### config.mk
export PLATFORM = sky130hd
export DESIGN_NAME = mhd_accumulator
export DESIGN_NICKNAME = d
export VERILOG_FILES = /design/src/rtl/mhd_pkg.sv /design/src/rtl/mhd_accumulator_popcount.sv /design/src/rtl/mhd_accumulator.sv
export SDC_FILE = /design/constraint.sdc
export NUM_CORES = 1
export LEC_CHECK = 0
export CAP_MARGIN = 20
export CORE_UTILIZATION = 57
export CTS_BUF_LIST = sky130_fd_sc_hd__clkbuf_4 sky130_fd_sc_hd__clkbuf_8
export DETAILED_ROUTE_END_ITERATION = 12
export PLACE_DENSITY = 0.89
export SLEW_MARGIN = 20
export SYNTH_ARGS = -nofsm -noshare
export SYNTH_HDL_FRONTEND = slang
export SYNTH_SLANG_ARGS = --single-unit
### constraint.sdc
create_clock -name clk -period 9.4 [get_ports clk]
set_input_delay 1.88 -clock clk [delete_from_list [all_inputs] [get_ports clk]]
set_output_delay 1.88 -clock clk [all_outputs]
set_load 0.01 [all_outputs]
### src/rtl/mhd_pkg.sv
// Shared types and constants for the MHD error-statistics stage.
// Holds the FSM state enum, the drain length and the distance-width helper.
package mhd_pkg;

    typedef enum logic [1:0] {
        IDLE  = 2'd0,
        RUN   = 2'd1,
        DRAIN = 2'd2,
        DONE  = 2'd3
    } state_e;

    localparam int DRAIN_CYCLES = 2;

    // Bits needed to hold a distance in 0..width.
    function automatic int hd_width(input int width);
        return $clog2(width + 1);
    endfunction

endpackage

### src/rtl/mhd_accumulator_popcount.sv
// Combinational adder-tree popcount of the XOR difference word.
// Ports: data_i (WIDTH) difference word, count_o (HDW) number of set bits.
module hamming_popcount
    import mhd_pkg::*;
#(
    parameter  int WIDTH = 32,
    localparam int HDW   = hd_width(WIDTH)
) (
    input  logic [WIDTH-1:0] data_i,
    output logic [HDW-1:0]   count_o
);

    localparam int P = 1 << $clog2(WIDTH);

    // Heap-ordered tree: leaves at P..2P-1, node i sums 2i and 2i+1.
    always_comb begin
        logic [P-1:0]   padded;
        logic [HDW-1:0] node [2*P];
        padded = '0;
        padded[WIDTH-1:0] = data_i;
        node[0] = '0;
        for (int i = 0; i < P; i++) begin
            node[P + i] = HDW'(padded[i]);
        end
        for (int i = P - 1; i >= 1; i--) begin
            node[i] = node[2*i] + node[2*i + 1];
        end
        count_o = node[1];
    end

endmodule

### src/rtl/mhd_accumulator.sv
// Window error statistics over 2^LOG_SAMPLES exact/approx pairs.
// Ports: clk, rst_n; start; in_valid/in_ready + exact_word/approx_word in;
// res_valid/res_ready + hd_sum, err_cnt, max_hd, mhd_int out; busy.
// Optional macro MHD_ACC_MAX_TRACK_EN builds the max-distance tracker,
// otherwise max_hd is tied to 0.
module mhd_accumulator
    import mhd_pkg::*;
#(
    parameter  int WIDTH       = 32,
    parameter  int LOG_SAMPLES = 10,
    localparam int HDW         = hd_width(WIDTH)
) (
    input  logic                       clk,
    input  logic                       rst_n,
    input  logic                       start,
    input  logic                       in_valid,
    output logic                       in_ready,
    input  logic [WIDTH-1:0]           exact_word,
    input  logic [WIDTH-1:0]           approx_word,
    output logic                       res_valid,
    input  logic                       res_ready,
    output logic [HDW+LOG_SAMPLES-1:0] hd_sum,
    output logic [LOG_SAMPLES:0]       err_cnt,
    output logic [HDW-1:0]             max_hd,
    output logic [HDW-1:0]             mhd_int,
    output logic                       busy
);

    localparam int N    = 1 << LOG_SAMPLES;
    localparam int CNTW = LOG_SAMPLES + 1;
    localparam int SUMW = HDW + LOG_SAMPLES;
    localparam int DCW  = $clog2(DRAIN_CYCLES + 1);

    state_e state_q, state_d;

    logic [CNTW-1:0]  smp_q, smp_d;
    logic [DCW-1:0]   drn_q, drn_d;

    logic [WIDTH-1:0] s1_diff_q;
    logic             s1_vld_q;
    logic [HDW-1:0]   s2_hd_q;
    logic             s2_vld_q;
    logic [HDW-1:0]   pc;

    logic [SUMW-1:0]  sum_q, sum_d;
    logic [CNTW-1:0]  err_q, err_d;

    logic open_win;
    logic accept;
    logic last_pair;
    logic drain_end;

    assign open_win  = (state_q == IDLE) && start;
    assign accept    = in_valid && in_ready;
    assign last_pair = accept && (smp_q == CNTW'(N - 1));
    assign drain_end = (drn_q == DCW'(DRAIN_CYCLES - 1));

    // ---------------- FSM ----------------
    always_ff @(posedge clk or negedge rst_n) begin
        if (!rst_n) begin
            state_q <= IDLE;
        end else begin
            state_q <= state_d;
        end
    end

    always_comb begin
        state_d = state_q;
        unique case (state_q)
            IDLE:    if (start)     state_d = RUN;
            RUN:     if (last_pair) state_d = DRAIN;
            DRAIN:   if (drain_end) state_d = DONE;
            DONE:    if (res_ready) state_d = IDLE;
            default:                state_d = IDLE;
        endcase
    end

    always_comb begin
        in_ready  = (state_q == RUN) && (smp_q < CNTW'(N));
        res_valid = (state_q == DONE);
        busy      = (state_q != IDLE);
    end

    // ---------------- counters ----------------
    always_comb begin
        smp_d = smp_q;
        drn_d = drn_q;
        if (open_win) begin
            smp_d = '0;
            drn_d = '0;
        end else begin
            if (accept) begin
                smp_d = smp_q + 1'b1;
            end
            if (state_q == DRAIN) begin
                drn_d = drn_q + 1'b1;
            end
        end
    end

    always_ff @(posedge clk or negedge rst_n) begin
        if (!rst_n) begin
            smp_q <= '0;
            drn_q <= '0;
        end else begin
            smp_q <= smp_d;
            drn_q <= drn_d;
        end
    end

    // ---------------- pipeline ----------------
    // Bubbles carry zero payload so a stale word never reaches S3.
    always_ff @(posedge clk or negedge rst_n) begin
        if (!rst_n) begin
            s1_diff_q <= '0;
            s1_vld_q  <= 1'b0;
            s2_hd_q   <= '0;
            s2_vld_q  <= 1'b0;
        end else begin
            s1_vld_q  <= accept;
            s1_diff_q <= accept ? (exact_word ^ approx_word) : '0;
            s2_vld_q  <= s1_vld_q;
            s2_hd_q   <= s1_vld_q ? pc : '0;
        end
    end

    hamming_popcount #(
        .WIDTH (WIDTH)
    ) u_pop (
        .data_i  (s1_diff_q),
        .count_o (pc)
    );

    // ---------------- accumulators ----------------
    always_comb begin
        sum_d = sum_q;
        err_d = err_q;
        if (open_win) begin
            sum_d = '0;
            err_d = '0;
        end else if (s2_vld_q) begin
            sum_d = sum_q + SUMW'(s2_hd_q);
            err_d = err_q + CNTW'(s2_hd_q != '0);
        end
    end

    always_ff @(posedge clk or negedge rst_n) begin
        if (!rst_n) begin
            sum_q <= '0;
            err_q <= '0;
        end else begin
            sum_q <= sum_d;
            err_q <= err_d;
        end
    end

`ifdef MHD_ACC_MAX_TRACK_EN
    logic [HDW-1:0] max_q, max_d;

    always_comb begin
        max_d = max_q;
        if (open_win) begin
            max_d = '0;
        end else if (s2_vld_q && (s2_hd_q > max_q)) begin
            max_d = s2_hd_q;
        end
    end

    always_ff @(posedge clk or negedge rst_n) begin
        if (!rst_n) begin
            max_q <= '0;
        end else begin
            max_q <= max_d;
        end
    end

    assign max_hd = max_q;
`else
    assign max_hd = '0;
`endif

    assign hd_sum  = sum_q;
    assign err_cnt = err_q;
    // Mean over N samples is a plain shift since N is a power of two.
    assign mhd_int = sum_q[SUMW-1:LOG_SAMPLES];

endmodule

==> flow_summary_export.csv <==
group,metric,value,unit
outcome,outcome,"completed",
timing,slew_headroom,52.5,%
floorplan,die_y,95.8,um
clocking,cts-buffers-inserted,9,
power,pwr-share-comb,39.4,%
route,routedWlPerCell,13.7,um
grt,grt-ovfl-total,0,
hold_path,hold_path.class,"flop to flop",
logic_synthesis,synth_ff_type,"dfrtp_1",
clocking,cts_tree,"built",
logic_synthesis,synth_cell_types,45,
power,p_switching,427,uW
cells_and_area,drive_above_1_share,4.92,%
power,swShare,34.8,%
clocking,clkLatencyLatePin,0.35,ns
power,powerDensity,195,mW/mm2
timing,worst_pin_slew,0.712,ns
floorplan,die_area,0.00917,mm2
cells_and_area,areaGrowthSynthToFinish,25.5,%
clocking,cts_root_buf,"clkbuf_8",
setup_path,start_kind,"flop",
floorplan,ios,111,
route,vias,3591,
hold_path,min_from,"s1_vld_q",
timing,post-route-period-util,48.9,%
clocking,cts_max_path_buffers,2,
logic_synthesis,synthArstFlopShare,100,%
route,drc_errors,0,
floorplan,die_w,95.8,um
logic_synthesis,syn-mean-instance-area,10.4,um2
power,clkPwrFrac,21.7,%
logic_synthesis,syn_inst,484,
setup_path,cp_top_family,"adder cells",
setup_path,crit_path_start,"s1_diff_q[12]",
clocking,cts_setup_buffers,0,
power,cellInternalPower,800,uW
timing,setup-violations-final,0,
cells_and_area,diodes,0,
timing,rsz0062_at_grt,"false",
cells_and_area,layout.nets,719,
logic_synthesis,synth_seq_area_share,40.9,%
route,drt-initial-drc-count,98,
setup_path,max_stage_delay,0.55,ns
grt,antenna_found_initial,0,
clocking,clk_pin_slew,0.08,ns
route,ant_nets,0,
power,ir_worst_vdd,0.102,mV
grt,grt_max_degree,83,
placed_design,gp_congestion,0.845,
setup_path,rr_startpoint,"s1_diff_q[12]",
power,cellLeakagePower,0.00297,uW
setup_path,cp.required,9.64,ns
timing,hold_violations,0,
setup_path,cp.depth,15,
logic_synthesis,syn_area,0.00501,mm2
placed_design,port_buffers,104,
placed_design,post_dp_cell_area,0.00608,mm2
grt,grt_pass1_wl,16200,um
placed_design,hpwl,7290,um
logic_synthesis,synth_edf_count,0,
logic_synthesis,synth_seq_cells,82,
setup_path,reg2regPathDepth,15,
timing,clock.fmax,0.218,GHz
setup_path,worst-path-max-fanout,2,
route,dr.pass1.iters,5,
route,wl,9490,um
timing,clock_skew,0.0118,ns
clocking,cts.sink_count,82,
setup_path,critPathArrivalTime,4.83,ns
clocking,cts_hold_buf,0,
hold_path,hold_depth,0,
timing,setup_tns,0,ns
setup_path,cpMaxStageDelayCell,"fa_1",
timing,finalMaxSlewViolations,0,
setup_path,endpoint_kind,"flop",
route,vias_per_cell,5.17,
grt,first_global_vias,3714,
floorplan,row_count,33,
timing,min_period,4.59,ns
timing,hold_ws,0.499,ns
job,drv_cap,0,
power,finalPower,1230,uW
floorplan,initial_core_util,59.8,%
grt,grt_util_all_layers,23.5,%
setup_path,critPathBufInv,4,
floorplan,core_area,0.00838,mm2
clocking,h-tree-depth,3,
cells_and_area,postLayoutCellArea,0.00629,mm2
cells_and_area,final_util,75.0,%
logic_synthesis,yosysWarnings,0,
setup_path,crit_chain,"ha_1 -> fa_1 -> inv_1 -> fa_1 -> inv_1 -> fa_1 -> fa_1 -> inv_1 -> fa_1 -> inv_1 -> ha_1 -> fa_1 -> a21o_1 -> a21oi_1 -> nor2b_1",
setup_path,path_class,"flop to flop",
setup_path,path_common_cell,"fa_1",
power,pwr-share-seq,39.0,%
clocking,cts-resized-gates,0,
[layout by cell type, fill, tap and decap left out, types with 4 or more instances in the layout]
cell             instances
inv_1                   61
conb_1                   6
xor2_1                  15
nor2b_1                  4
a211oi_1                 4
and2_1                   7
nor2_1                  72
clkdlybuf4s50_1        103
clkbuf_8                11
mux2i_1                  8
dfrtp_1                 82
xnor2_1                 45
fa_1                    27
nand4_1                  6
nand2_1                 26
o21ai_0                  5
nand3_1                  7
ha_1                    39
a21oi_1                 15
a21o_1                   4
[path summary, 6_finish.rpt]
check	endpoint	slack, ns
max in group asynchronous	s1_diff_q[11]	7.36
setup reg to reg	s2_hd_q[5]	4.81
hold reg to reg	s2_vld_q	0.50
min in group asynchronous	err_cnt[7]	1.54
setup / recovery	s2_hd_q[5]	4.81
hold / removal	s2_vld_q	0.50
[metrics by stage]
stage / worst slack, ns / cells
floorplan: 5.07 / 489
global placement: 5.03 / 678
detailed placement: 4.84 / 678
CTS: 4.78 / 694
global route: 4.60 / 694
finish: 4.81 / 694
[sequential cells by signal, indices dropped and copies added, names as in the netlist]
register   cells
hd_sum        16
s2_hd_q        6
drn_q          2
state_q        2
smp_q         11
err_cnt       11
s1_diff_q     32
s2_vld_q       1
s1_vld_q       1
[power groups by stage]
stage                     registers [uW]  logic, uW  clock network (uW)
after floorplan                      488        280                   0
after global placement               478        447                   0
after detailed placement             484        483                   0
after CTS                            477        489                 269
after global routing                 487        546                 285
final                                478        483                 266
[layout make-up]
type / count / area (um2)
Clock inverter: 4 / 50.0
Tap cell: 105 / 131
Inverter: 65 / 244
Fill cell: 570 / 2090
Sequential cell: 82 / 2050
Multi-Input combinational cell: 321 / 2600
Timing Repair Buffer: 105 / 1050
Clock buffer: 12 / 159
[worst reg2reg max path, delay by kind of cell (launching register included)]
kind / cells / cell delay (ns)
adder cells (fa/ha/maj): 8 / 3.48
buffers and inverters: 4 / 0.24
AO/OA/AOI/OAI: 2 / 0.35
AND/OR/NAND/NOR: 1 / 0.07
flip-flops: 1 / 0.37
[cell usage after synthesis, drive strengths merged (2+ instances only)]
master	instances	area share, %
nand2	26	1.9
a21o	4	0.60
a31oi	3	0.37
a21oi	15	1.5
xnor2	45	7.9
and3	3	0.37
fa	27	11
ha	39	9.7
mux2i	8	1.6
nand2b	2	0.25
nor2b	4	0.50
inv	64	4.8
or3	3	0.37
clkbuf	7	0.52
nor2	74	5.7
nand4	6	0.75
buf	14	2.2
dfrtp	82	41
nor3	3	0.40
xor2	15	2.6
a211oi	4	0.60
and2	7	0.87
o21ai	6	0.60
nand3	8	0.90
[per-layer routing]
layer  global-route usage [%]  part of all wire (%)  wire (um)
met1                     26.0                    37       3550
met2                     43.8                    55       5230
met3                     5.06                   5.2        494
met4                     8.83                   2.2        206
met5                        0                     0          0
[cells by family (layout without fill, tap and decap cells)]
logic type               count (synthesis)  in the layout  synth area share, %
AO/OA/AOI/OAI                           39             39                 5.59
multiplexers                             9              9                 1.82
XOR/XNOR                                60             60                 10.5
other                                    1              6               0.0748
adder cells (fa/ha/maj)                 66             66                 20.5
AND/OR/NAND/NOR                        141            141                 13.0
buffers and inverters                   86            186                 7.56
flip-flops                              82             82                 40.9
Note: power is estimated with default switching activity, not from simulation.
